### src/rtl/icache_refill_ctrl.sv
// -----------------------------------------------------------------------------
// icache_refill_ctrl
//
// Purpose:
//   Refill controller for an instruction cache. On a fetch miss it issues one
//   block-aligned read request to memory, collects WORD_COUNT beats into a
//   block register, and pulses the cache write strobe once the block is
//   complete. A memory error on any beat aborts the refill with a one-cycle
//   error pulse and no cache write. Only one refill is ever outstanding.
//
// Ports:
//   clk, arstn      clock, asynchronous active-low reset
//   i_fetch_req     core fetch request this cycle
//   i_fetch_addr    fetch address (also presented to the cache)
//   i_hit           cache hit for i_fetch_addr
//   i_addr_ma       cache-reported misaligned fetch address
//   o_stall         core must hold i_fetch_addr stable
//   o_cache_we      one-cycle cache block write strobe
//   o_block         assembled refill block
//   o_mem_req       memory block-read request valid
//   o_mem_addr      block-aligned read address
//   i_mem_gnt       memory accepts the request
//   i_mem_rvalid    read beat valid
//   i_mem_rdata     read beat data
//   i_mem_err       memory error, qualified by i_mem_rvalid
//   o_refill_err    one-cycle pulse, refill aborted
// -----------------------------------------------------------------------------
module icache_refill_ctrl #(
   parameter int ADDR_WIDTH  = 64,
   parameter int WORD_SIZE   = 32,
   parameter int WORD_COUNT  = 16,
   parameter int BLOCK_WIDTH = 512
) (
   input  logic                   clk,
   input  logic                   arstn,
   input  logic                   i_fetch_req,
   input  logic [ADDR_WIDTH-1:0]  i_fetch_addr,
   input  logic                   i_hit,
   input  logic                   i_addr_ma,
   output logic                   o_stall,
   output logic                   o_cache_we,
   output logic [BLOCK_WIDTH-1:0] o_block,
   output logic                   o_mem_req,
   output logic [ADDR_WIDTH-1:0]  o_mem_addr,
   input  logic                   i_mem_gnt,
   input  logic                   i_mem_rvalid,
   input  logic [WORD_SIZE-1:0]   i_mem_rdata,
   input  logic                   i_mem_err,
   output logic                   o_refill_err
);

   // Byte-offset bits inside one block, and beat counter width.
   localparam int OFFS_W = $clog2(BLOCK_WIDTH / 8);
   localparam int CNT_W  = $clog2(WORD_COUNT);

   // Mask that clears the in-block byte offset of a fetch address.
   localparam logic [ADDR_WIDTH-1:0] OFFS_MASK = ADDR_WIDTH'((64'd1 << OFFS_W) - 64'd1);

   typedef enum logic [1:0] {
      IDLE  = 2'd0,
      REQ   = 2'd1,
      FILL  = 2'd2,
      WRITE = 2'd3
   } state_e;

   state_e                 state_q, state_d;
   logic [CNT_W-1:0]       cnt_q, cnt_d;
   logic [BLOCK_WIDTH-1:0] block_q, block_d;
   logic [ADDR_WIDTH-1:0]  addr_q, addr_d;

   logic miss;
   logic beat_ok;
   logic beat_err;
   logic last_beat;

   assign miss      = i_fetch_req & ~i_hit & ~i_addr_ma;
   // Beats only count in FILL; rvalid elsewhere is ignored.
   assign beat_ok   = (state_q == FILL) & i_mem_rvalid & ~i_mem_err;
   assign beat_err  = (state_q == FILL) & i_mem_rvalid &  i_mem_err;
   assign last_beat = beat_ok & (cnt_q == CNT_W'(WORD_COUNT - 1));

   // --------------------------------------------------------------------------
   // State register
   // --------------------------------------------------------------------------
   // NOTE: sequential state uses non-blocking assignments so every register
   // samples the pre-edge value of every other register.
   always_ff @(posedge clk or negedge arstn) begin
      if (!arstn) begin
         state_q <= IDLE;
      end else begin
         state_q <= state_d;
      end
   end

   // --------------------------------------------------------------------------
   // Next-state logic
   // --------------------------------------------------------------------------
   // NOTE: every always_comb output gets a default first, so no path can
   // leave it unassigned and infer a latch.
   always_comb begin
      state_d = state_q;
      unique case (state_q)
         IDLE:  if (miss)      state_d = REQ;
         REQ:   if (i_mem_gnt) state_d = FILL;
         FILL: begin
            if (beat_err)       state_d = IDLE;
            else if (last_beat) state_d = WRITE;
         end
         WRITE: state_d = IDLE;
         default: state_d = IDLE;
      endcase
   end

   // --------------------------------------------------------------------------
   // Outputs
   // --------------------------------------------------------------------------
   always_comb begin
      o_mem_req    = 1'b0;
      o_cache_we   = 1'b0;
      o_stall      = 1'b0;
      o_refill_err = 1'b0;
      unique case (state_q)
         // The miss stall is combinational from the fetch inputs; it is
         // gated by arstn so an asserted reset forces it low immediately.
         IDLE:  o_stall = miss & arstn;
         REQ: begin
            o_stall   = 1'b1;
            o_mem_req = 1'b1;
         end
         FILL: begin
            o_stall      = 1'b1;
            o_refill_err = beat_err;
         end
         WRITE: begin
            o_stall    = 1'b1;
            o_cache_we = 1'b1;
         end
         default: ;
      endcase
   end

   // --------------------------------------------------------------------------
   // Datapath: refill address, beat counter, block assembly
   // --------------------------------------------------------------------------
   always_comb begin
      addr_d  = addr_q;
      cnt_d   = cnt_q;
      block_d = block_q;
      if (state_q == IDLE && miss) begin
         addr_d = i_fetch_addr & ~OFFS_MASK;
         cnt_d  = '0;
      end
      if (beat_ok) begin
         block_d[cnt_q*WORD_SIZE +: WORD_SIZE] = i_mem_rdata;
         // Wraps to zero after the last beat.
         cnt_d = cnt_q + 1'b1;
      end
   end

   // NOTE: the block register is a visible output with a defined reset value,
   // so it is reset like control state rather than left as uninitialised data.
   always_ff @(posedge clk or negedge arstn) begin
      if (!arstn) begin
         addr_q  <= '0;
         cnt_q   <= '0;
         block_q <= '0;
      end else begin
         addr_q  <= addr_d;
         cnt_q   <= cnt_d;
         block_q <= block_d;
      end
   end

   assign o_block    = block_q;
   assign o_mem_addr = addr_q;

endmodule

### config.mk
export PLATFORM = sky130hd
export DESIGN_NAME = icache_refill_ctrl
export DESIGN_NICKNAME = d
export VERILOG_FILES = /design/src/rtl/icache_refill_ctrl.sv
export SDC_FILE = /design/constraint.sdc
export NUM_CORES = 1
export LEC_CHECK = 0
export CAP_MARGIN = 15
export CORE_AREA = 5 5 265 267
export CTS_CLUSTER_DIAMETER = 100
export DETAILED_ROUTE_END_ITERATION = 16
export DIE_AREA = 0 0 270 272
export PLACE_DENSITY = 0.69
export SLEW_MARGIN = 0
export SYNTH_ARGS = -nofsm -noshare
export SYNTH_HDL_FRONTEND = slang
export SYNTH_SLANG_ARGS = --single-unit
### constraint.sdc
create_clock -name clk -period 3.9 [get_ports clk]
set_clock_uncertainty 0.15 [all_clocks]
set_input_delay 0.78 -clock clk [delete_from_list [all_inputs] [get_ports clk]]
set_output_delay 0.78 -clock clk [all_outputs]
set_load 0.1 [all_outputs]
Word level (Yosys, flattened, before mapping)
Cells that the tools add are included.

storage, ports and cells
  bits in registers = 576
  bits of input ports = 104
  logic and storage cells = 42

cells by class
  add/subtract/negate cells = 2
  eq/ne operators = 7
  shifts and indexed selects = 2
  mux-type cells = 12
  bitwise logic cells = 10
  reduce and logical (&&, ||, !) cells = 5

operator list
  operator                   count
  $bwmux 512                 1
  $shift 32x34->512 const A  1
  $shiftx 32x34->512         1
  $neg 9->34                 1
  $mux 2                     4
  $mux 4                     2
  $pmux 2 s4                 1
  $and 1x1->1                7
  $add 4x1->4 const B        1
  $eq 2x2->1 const B         2
  $eq 4x4->1 const B         1
  $ne 2x2->1 const B         2
  $mux 1                     3
  $ne 3x3->1 const B         1
  $not 1->1                  3
  $reduce_and 3->1           1
  $reduce_or 3->1            1
  $eq 2x1->1 const B         1
  $logic_not 2->1            1
  $pmux 1 s2                 1
  $reduce_bool 2->1          1
  $logic_and 1x1->1          1

Depth between registers and ports, before layout
Gate-level depths: netlist of run 1.

  word-level depth = 7
  mapped depth = 10
  mapped depth without buffers = 6

Worst setup path after synthesis of run 1
Ideal clock, no wire load.

  path type = reg2reg
  start point = register cnt_q[0]
  end point = register block_q[503] (netlist: o_block[503])
  setup time = 125 ps
  data arrival time = 2,660 ps
  required time = 3,625 ps
  setup slack = 965 ps
  stages on the path, launching flop included = 11
  path through = dfrtp_1 > clkbuf_1 > nor3_1 > ha_1 > nand4bb_1 > or4b_1 > buf_2 > or3_1 > buf_2 > buf_6 > mux2_4

on the way
  cells in the longest elaborated chain, start to end = 3
  elaborated cells between the ends (all ways) = 4
  classes of those cells = 1 x add/sub; 2 x shift; 1 x mux

ends and longest elaborated chain
  item                                                     line  RTL
  from (decl)                                              67    logic [CNT_W-1:0] cnt_q, cnt_d;
  from (signal assigned)                                   169   cnt_q <= cnt_d;
  $neg 9->34 (*)                                           154   block_d[cnt_q*WORD_SIZE +: WORD_SIZE] = i_mem_rdata;
  $shiftx 32x34->512 or $shift 32x34->512 (tied branches)  154
  $bwmux 512 (*)                                           154
  to (signal assigned)                                     170   block_q <= block_d;
  to (decl)                                                68    logic [BLOCK_WIDTH-1:0] block_q, block_d;

Every way passes the cells marked *; elsewhere a longest branch is shown, timed or not.
A chain may end at the register's enable or synchronous reset.

Worst setup path after layout of run 1
  start point = register cnt_q[0]
  end point = register block_q[177] (netlist: o_block[177])

The elaborated chain is that of the path after synthesis.

==> results of run 1 <==
[critical path: stages (launching register included)]
cell     delay (ps)
dfrtp_1         650
nor3_1          160
ha_2            570
buf_4           360
o21ai_0         400
nor2_4          200
buf_4           360
mux2_2          390
[worst min-delay path by stage]
| stage | from | to | slack, ps | cells after the start |
|---|---|---|---|---|
| after floorplan | arstn | cnt_q[0] | 330 | 0 |
| after global placement | o_block[8] | o_block[8] | 320 | 2 |
| after detailed placement | o_block[4] | o_block[4] | 330 | 2 |
| after CTS | o_block[4] | o_block[4] | 340 | 2 |
| after global routing | o_block[422] | o_block[422] | 350 | 1 |
| final | o_block[3] | o_block[3] | 340 | 2 |
[routing by layer]
metal | vias to the layer above | routed length [um] | track usage (%)
li1 | 6454 | - | -
met1 | 7827 | 29400 | 23.5
met2 | 500 | 37600 | 34.1
met3 | 123 | 5010 | 5.33
met4 | 4 | 2140 | 5.35
met5 | - | 20 | 0
[kinds of logic (layout without fill, tap and decap cells)]
kind of cell    after synthesis  after routing
xor+xnor                      2              2
flops                       576            576
compound gates               88             88
fa+ha+maj                     3              3
other cells                   1              6
mux                         516            516
simple gates                158            158
buf+inv                     124            831
[what timing repair did]
action                                  in CTS  in global routing
hold buffers                                 1                  0
endpoints found under the setup margin       0                  0
hold endpoints to repair                    34                  0
[metrics by stage]
| step | hold WS, ps | util [%] | power (W) | setup slack [ps] | std cells |
|---|---|---|---|---|---|
| finish | 336 | 47.5 | 0.0192 | 509 | 3062 |
| global route | 348 | 47.5 | 0.0198 | 303 | 3062 |
| CTS | 338 | 47.5 | 0.0194 | 470 | 3062 |
| detailed placement | 325 | 44.1 | 0.0129 | 312 | 2952 |
| global placement | 317 | 44.1 | 0.0128 | 358 | 2952 |
| floorplan | 334 | - | 0.0110 | 965 | 1473 |
[flip-flops by register name, summed over array words and instances, names as in the netlist]
| name | flops |
|---|---|
| o_mem_addr | 58 |
| cnt_q | 4 |
| o_block | 512 |
| state_q | 2 |
[area by class of cell]
class / count / area (um2) / area share (%)
Inverter: 5 / 18.8 / 0.0582
Clock buffer: 86 / 1780 / 5.52
Timing Repair Buffer: 717 / 7160 / 22.2
Clock inverter: 23 / 482 / 1.49
Tap cell: 882 / 1100 / 3.42
Multi-Input combinational cell: 773 / 7270 / 22.6
Sequential cell: 576 / 14400 / 44.7
[synth_stat cells, drive strengths merged, types with 3 or more instances]
cell type  instances  area (um2)
ha                 3        37.5
mux2             516        5840
buf               51         264
o31ai             22         165
nand3              3        15.0
clkbuf            68         255
o21ai             60         300
nand2             99         372
inv                5        18.8
nor3               3        20.0
nor2               9        33.8
and3              23         144
dfrtp            576       14400
or3                3        18.8
[power by group]
| part | switching (W) | total [W] | internal (W) | leakage (nW) |
|---|---|---|---|---|
| logic | 0.00468 | 0.00600 | 0.00133 | 6.17 |
| clock network | 0.00240 | 0.00648 | 0.00408 | 1.10 |
| registers | 0.000294 | 0.00672 | 0.00643 | 7.91 |
| total | 0.00737 | 0.0192 | 0.0118 | 15.2 |
==> out/qor.txt, run 1 <==
Design Area, Final - 32200 um2
Peak supply drop - 0.614 mV
Crit path from - cnt_q[0]
Initial cell density of the core - 32.6%
Largest family of logic cells by synthesized area - multiplexers
DRT Pass-1 Iters - 4
CTS tree - yes
Row cnt - 96
Final WL - 74200 um
Post-Syn Area - 22100 um2
Antenna violations before repair - 2
Async SR Flop Fraction - 100%
Clock Path Buffers - 3
Post-route ant nets - 0
XOR/XNOR Fraction of Synth Area - 0.0792%
CP Capture Type - flop
Ratio of cells with drive above 1 in the final layout - 31.3%
Status - complete, no violations
Pwr Density - 596 nW/um2
Pin count of the biggest net entering global routing - 171
Vias - 14900
Synth Area in Adders - 0.170%
Vias/cell - 4.87
Vias in the first global route - 15900
LEAKAGE - 15.2 nW
I/O pins - 684
Post-synth EDFFs - 0
CP Max Fanout - 24
Ys Warns - 0
Final setup TNS - 0 ps
Crit Reg-Reg Startpoint - cnt_q[0]
Chip height - 272 um
Placed instance area - 30000 um2
Critical Path End - o_block[177]
Postcts setup bufs - 0
Post-synthesis cell type count - 43
Critical Path AT - 3730 ps
Final HPWL DP - 52300 um
DRC viols - 0
Hold Fails Final Rpt - 0
Crit start category - flop
Clock-pin slew on the worst setup and hold paths - 60 ps
Routability cong. - 0.773
First-pass GRT wire length - 108000 um
Simple-Gate Fraction of Synth Area - 3.40%
Post-Synthesis Cells - 1468
CP required - 4240 ps
Final setup vio count - 0
Post-synthesis compound-gate area fraction - 2.30%
Die X - 270 um
FF+latch count, synth - 576
Post-CTS Resized - 0
RR Endpoint - o_block[177]
Final net count - 2240
Min cycle time layout - 3390 ps
Core ar. - 67900 um2
Clock sinks - 576
Most frequent cells in the layout - clkdlybuf4s50_1, dfrtp_1, mux2_2
Critical path type - flop to flop
Worst r2r path cells - 7
Synth Flop Type - dfrtp_1
Final Slew Violations - 0
Post-synthesis mux area share - 26.4%
Slew of the pin with the lowest slew margin - 1090 ps
Relative slew slack - 27.3%
RSZ-0062 raised after global routing - false
Seq/Total Area, Yosys - 65.2%
Max cap viols - 0
I/O Buffers - 671
Period utilization - 86.9%
Area Overhead vs Synth - 45.8%
Ant diodes - 0
Root Buffer - clkbuf_16
Min-Delay Path Class - flop to flop
Highest Clock Rate - 295 MHz
Syn avg cell area - 15.1 um2
Initial DRC count - 931
Leading cell type in the layout, fill and taps excluded - clkdlybuf4s50_1
Worst-Skew Late Latency - 590 ps
H-tree levels - 2
Flop2flop setup slack - 510 ps
Die ar. - 73400 um2
Total track usage - 19.4%
FILL cells - 5805
CTS Buf Count - 60
Overflow after GRT - 0
Avg WL per Cell - 24.2 um
Power figures use the tool's default switching activity.
==> run 2: changes to the inputs <==
--- a/config.mk
+++ b/config.mk
@@ -6,11 +6,11 @@
 export NUM_CORES = 1
 export LEC_CHECK = 0
 export CAP_MARGIN = 15
-export CORE_AREA = 5 5 265 267
-export CTS_CLUSTER_DIAMETER = 100
+export CORE_AREA = 8 8 261 263
+export CTS_CLUSTER_DIAMETER = 200
 export DETAILED_ROUTE_END_ITERATION = 16
-export DIE_AREA = 0 0 270 272
-export PLACE_DENSITY = 0.69
+export DIE_AREA = 0 0 269 271
+export PLACE_DENSITY = 0.71
 export SLEW_MARGIN = 0
 export SYNTH_ARGS = -nofsm -noshare
 export SYNTH_HDL_FRONTEND = slang
==> out/qor.txt, run 2 (synthesis gave the netlist of run 1 again) <==
Status - complete, no violations
Peak supply drop - 0.606 mV (-1.3%)
Row cnt - 93 (-3.1%)
Postcts setup bufs - 0 (unchanged)
Final setup TNS - 0 ps (unchanged)
Leading cell type in the layout, fill and taps excluded - clkdlybuf4s50_1
Antenna violations before repair - 1 (-1)
Crit start category - flop
Sw Share - 38.8% (+0.41 points)
Vias/cell - 4.89 (+0.39%)
Routability cong. - 0.784 (+1.4%)
Max reg flops - 512 (unchanged)
Final HPWL DP - 53600 um (+2.5%)
Initial DRC count - 786 (-16%)
Clock sinks - 576 (unchanged)
CP Max Fanout - 18 (-25%)
Switching power - 0.00741 W (+0.50%)
Final Util - 50.4% (+2.9 points)
Overflow after GRT - 0 (unchanged)
Overall Power - 0.0191 W (-0.57%)
Hold Fails Final Rpt - 0 (unchanged)
Highest Clock Rate - 307 MHz (+4.2%)
I/O pins - 684 (unchanged)
Area Overhead vs Synth - 45.7% (about the same)
CP required - 4240 ps (about the same)
Final WL - 75600 um (+2.0%)
LEAKAGE - 15.2 nW (about the same)
Min-Delay Path Class - flop to flop
Core ar. - 63900 um2 (-5.9%)
Worst-Skew Late Latency - 610 ps (+20 ps)
Relative slew slack - 24.0% (-3.3 points)
I/O Buffers - 671 (unchanged)
CTS Buf Count - 60 (unchanged)
Initial cell density of the core - 34.6% (+2.0 points)
Pwr Density - 593 nW/um2 (-0.51%)
Logic pwr share - 31.6% (+0.3 points)
Max cap viols - 0 (unchanged)
First-pass GRT wire length - 109000 um (+0.99%)
Most frequent cells in the layout - clkdlybuf4s50_1, dfrtp_1, mux2_2
Critical Path AT - 3590 ps (-140 ps)
Clock power frac - 33.3% (-0.4 points)
Final Slew Violations - 0 (unchanged)
Ratio of cells with drive above 1 in the final layout - 31.7% (+0.46 points)
Die X - 269 um (-0.37%)
Critical path type - flop to flop
Chip height - 271 um (-0.37%)
Total track usage - 20.0% (+0.65 points)
Slew of the pin with the lowest slew margin - 1140 ps (+49.0 ps)
Clock Path Buffers - 3 (unchanged)
CTS tree - yes
Clock-pin slew on the worst setup and hold paths - 60 ps (about the same)
Layout Cells excl Fill - 3042 (-0.65%)
P_int - 0.0117 W (-1.2%)
Die ar. - 72900 um2 (-0.74%)
Post-CTS Resized - 0 (unchanged)
Vias in the first global route - 16000 (+0.70%)
Pin count of the biggest net entering global routing - 173 (+1.2%)
Period utilization - 83.4% (-3.5 points)
Hold slack final - 335 ps (-0.604 ps)
RSZ-0062 raised after global routing - false
Min cycle time layout - 3250 ps (-136 ps)
Avg WL per Cell - 24.9 um (+2.6%)
Vias - 14900 (-0.26%)
Cts hold-fix bufs - 1 (unchanged)
Final setup vio count - 0 (unchanged)
Post-route ant nets - 0 (unchanged)
DRC viols - 0 (unchanged)
Root Buffer - clkbuf_16
H-tree levels - 2 (unchanged)
Seq pwr share - 35.1% (about the same)
CP Capture Type - flop
DRT Pass-1 Iters - 5 (+1)
Final net count - 2241 (+0.045%)
Placed instance count - 2926 (-0.88%)
[run 2: metrics by stage]
step / setup WS, ps / area (um2)
after floorplan: 965 / 22100
after global placement: 357 / 30000
after detailed placement: 291 / 30000
after CTS: 611 / 32200
after global routing: 486 / 32200
final: 646 / 32200
[run 2: final cells by class]
cell class | count | area, um2
Timing Repair Buffer | 718 | 7190
Clock buffer | 79 | 1730
Tap cell | 855 | 1070
Inverter | 5 | 18.8
Sequential cell | 576 | 14400
Multi-Input combinational cell | 773 | 7270
Antenna cell | 1 | 2.50
Fill cell | 5338 | 31700
Clock inverter | 35 | 508
[run 2: worst paths after layout]
kind | from | slack [ps] | to | depth (start not counted)
setup / recovery | cnt_q[0] | 650 | o_block[38] | 8
hold / removal | o_block[13] | 340 | o_block[13] | 2
setup reg to reg | cnt_q[0] | 650 | o_block[38] | 8
hold reg to reg | o_block[13] | 340 | o_block[13] | 2
max in group asynchronous | arstn | 1830 | o_block[183] | 3
min in group asynchronous | arstn | 520 | o_block[231] | 2
[run 2: layer usage]
layer	vias to the layer above	global-route usage (%)	routed length, um
met5	-	0	0
met4	0	6.66	2350
met3	113	4.92	5410
met2	507	35.9	39100
met1	7794	23.1	28800
li1	6455	-	-
[run 2: critical path, stage by stage (launching register included)]
cell	delay [ps]
dfrtp_1	340
buf_4	220
inv_1	100
ha_1	350
xnor2_2	790
nand2_1	290
nor2_4	240
buf_4	280
mux2_2	370
[run 2: power by group through the flow]
| stage | sequential (W) | combinational, W | clock, W |
|---|---|---|---|
| 5_1_grt | 0.00676 | 0.00624 | 0.00672 |
| 6_report | 0.00671 | 0.00603 | 0.00637 |
| 3_3_place_gp | 0.00678 | 0.00600 | 0 |
| 3_5_place_dp | 0.00681 | 0.00605 | 0 |
| 4_1_cts | 0.00670 | 0.00607 | 0.00650 |
| 2_1_floorplan | 0.0100 | 0.00102 | 0 |
==> run 3: changes to the inputs <==
==> constraint.sdc (replaced) <==
create_clock -name clk -period 3.3 [get_ports clk]
set_clock_uncertainty 0.15 [all_clocks]
set_input_delay 0.66 -clock clk [delete_from_list [all_inputs] [get_ports clk]]
set_output_delay 0.66 -clock clk [all_outputs]
set_load 0.1 [all_outputs]
==> out/qor.txt, run 3 (synthesis gave the netlist of run 1 again) <==
Root Buffer - clkbuf_16
H-tree levels - 2 (unchanged)
Routability cong. - 0.773 (-1.4%)
Switching power - 0.00866 W (+17%)
Peak supply drop - 0.799 mV (+32%)
Pwr Density - 715 nW/um2 (+20%)
FILL cells - 5500 (+3.0%)
Final setup TNS - 0 ps (unchanged)
Post-route ant nets - 0 (unchanged)
Critical path type - flop to flop
CTS Buf Count - 60 (unchanged)
Max reg flops - 512 (unchanged)
Min cycle time layout - 2930 ps (-322 ps)
Status - complete, no violations
RSZ-0062 raised after global routing - false
DRT Pass-1 Iters - 5 (unchanged)
Final setup vio count - 0 (unchanged)
Avg WL per Cell - 24.4 um (-1.9%)
Highest Clock Rate - 341 MHz (+11%)
Row cnt - 93 (unchanged)
CP Capture Type - flop
Chip height - 271 um (unchanged)
CP Buf/Inv Count - 2 (-1)
Relative slew slack - 32.8% (+8.8 points)
Vias - 15000 (+1.1%)
Post-CTS Resized - 0 (unchanged)
Total track usage - 19.8% (-0.27 points)
I/O Buffers - 671 (unchanged)
Clock power frac - 32.6% (-0.7 points)
Leading cell type in the layout, fill and taps excluded - buf_4
Vias in the first global route - 16200 (+0.91%)
CP required - 3630 ps (-610 ps)
Pin count of the biggest net entering global routing - 171 (-1.2%)
Area Overhead vs Synth - 40.1%
Period utilization - 88.9% (+5.4 points)
Core ar. - 63900 um2 (unchanged)
DRC viols - 0 (unchanged)
Final HPWL DP - 54000 um (+0.74%)
Critical Path AT - 3260 ps (-330 ps)
Slew of the pin with the lowest slew margin - 1000 ps (-132 ps)
Ratio of cells with drive above 1 in the final layout - 57.7% (+26 points)
I/O pins - 684 (unchanged)
Worst path top cell family by delay - simple AND/OR/NAND/NOR gates
Worst-Skew Late Latency - 580 ps (-30 ps)
Crit start category - flop
Clock Path Buffers - 3 (unchanged)
P_int - 0.0135 W (+15%)
Setup slack after layout - 367 ps (-278 ps)
Most frequent cells in the layout - buf_4, dfrtp_1, mux2_2
Sw Share - 39.1% (+0.34 points)
Overall Power - 0.0221 W (+16%)
Overflow after GRT - 0 (unchanged)
CTS tree - yes
Hold Fails Final Rpt - 0 (unchanged)
Die X - 269 um (unchanged)
Final Slew Violations - 0 (unchanged)
Final net count - 2271 (+1.3%)
LEAKAGE - 16.4 nW (+7.9%)
Antenna violations before repair - 1 (unchanged)
Worst path cell trace - inv_1 > ha_2 > nand4bb_1 > or4_1 > or3_2 > buf_12 > mux2_1
CP Max Fanout - 22 (+4)
Initial cell density of the core - 34.6% (unchanged)
Initial DRC count - 963 (+23%)
Seq pwr share - 35.9% (+0.8 points)
Final WL - 74800 um (-1.1%)
Clock-pin slew on the worst setup and hold paths - 60 ps (about the same)
First-pass GRT wire length - 109000 um (-0.80%)
Clock sinks - 576 (unchanged)
DP Worst Slack - -88.0 ps (-379 ps)
CP max stage cell - or4_1
Vias/cell - 4.90 (+0.25%)
Logic pwr share - 31.5% (about the same)
Max cap viols - 0 (unchanged)
Die ar. - 72900 um2 (unchanged)
Critical Path Max Stage Delay - 580 ps (-210 ps)
Min-Delay Path Class - flop to flop
-- run 3: worst reg2reg max path, stage by stage, from the launching register on --
cell       delay (ps)
dfrtp_1           430
inv_1             110
ha_2              210
nand4bb_1         280
or4_1             580
or3_2             530
buf_12            200
mux2_1            350
-- run 3: routing by layer --
metal	part of all wire (%)	wire, um	vias to the layer above	global-route usage, %
met5	0	0	-	0
met4	3.8	2830	0	7.78
met3	7.5	5610	145	5.11
met2	50	37600	531	34.0
met1	38	28800	7827	23.3
li1	-	-	6531	-
-- run 3: stage by stage --
step           utilization, %  hold slack [ps]  cell area, um2  std cells
2_1_floorplan               -              214           22100       1473
3_3_place_gp             45.1              320           28800       2956
3_5_place_dp             45.1              322           28800       2956
4_1_cts                  48.5              336           31000       3066
5_1_grt                  48.5              359           31000       3066
6_report                 48.5              331           31000       3068
-- run 3: timing repair --
action | 4_1_cts | 5_1_grt
hold buffers | 1 | 0
buffers inserted | 0 | 0
endpoints found under the hold margin | 28 | 0
-- run 3: power by group through the flow --
stage / clock network [W] / logic [W] / registers (W)
after floorplan: 0 / 0.00120 / 0.0118
after global placement: 0 / 0.00696 / 0.00803
after detailed placement: 0 / 0.00703 / 0.00806
after CTS: 0.00740 / 0.00703 / 0.00794
after global routing: 0.00767 / 0.00724 / 0.00801
final: 0.00721 / 0.00698 / 0.00794
-- run 3: cell type report --
cell class | instances | area [um2] | area share [%]
clock buffer | 87 | 1750 | 5.66
tap | 855 | 1070 | 3.45
timing repair buffer | 748 | 6070 | 19.6
inverter | 5 | 18.8 | 0.0606
multi-input combinational | 773 | 7270 | 23.5
clock inverter | 22 | 370 | 1.20
antenna | 2 | 5.00 | 0.0162
sequential | 576 | 14400 | 46.5
-- run 3: final timing paths --
kind / start / slack [ps] / cells past startpoint / end
worst max-delay path: cnt_q[3] / 370 / 7 / o_block[432]
worst min-delay path: o_block[4] / 330 / 2 / o_block[4]
worst max register to register: cnt_q[3] / 370 / 7 / o_block[432]
worst min register to register: o_block[4] / 330 / 2 / o_block[4]
max in group asynchronous: arstn / 1370 / 3 / o_mem_addr[32]
min in group asynchronous: arstn / 420 / 2 / o_block[358]
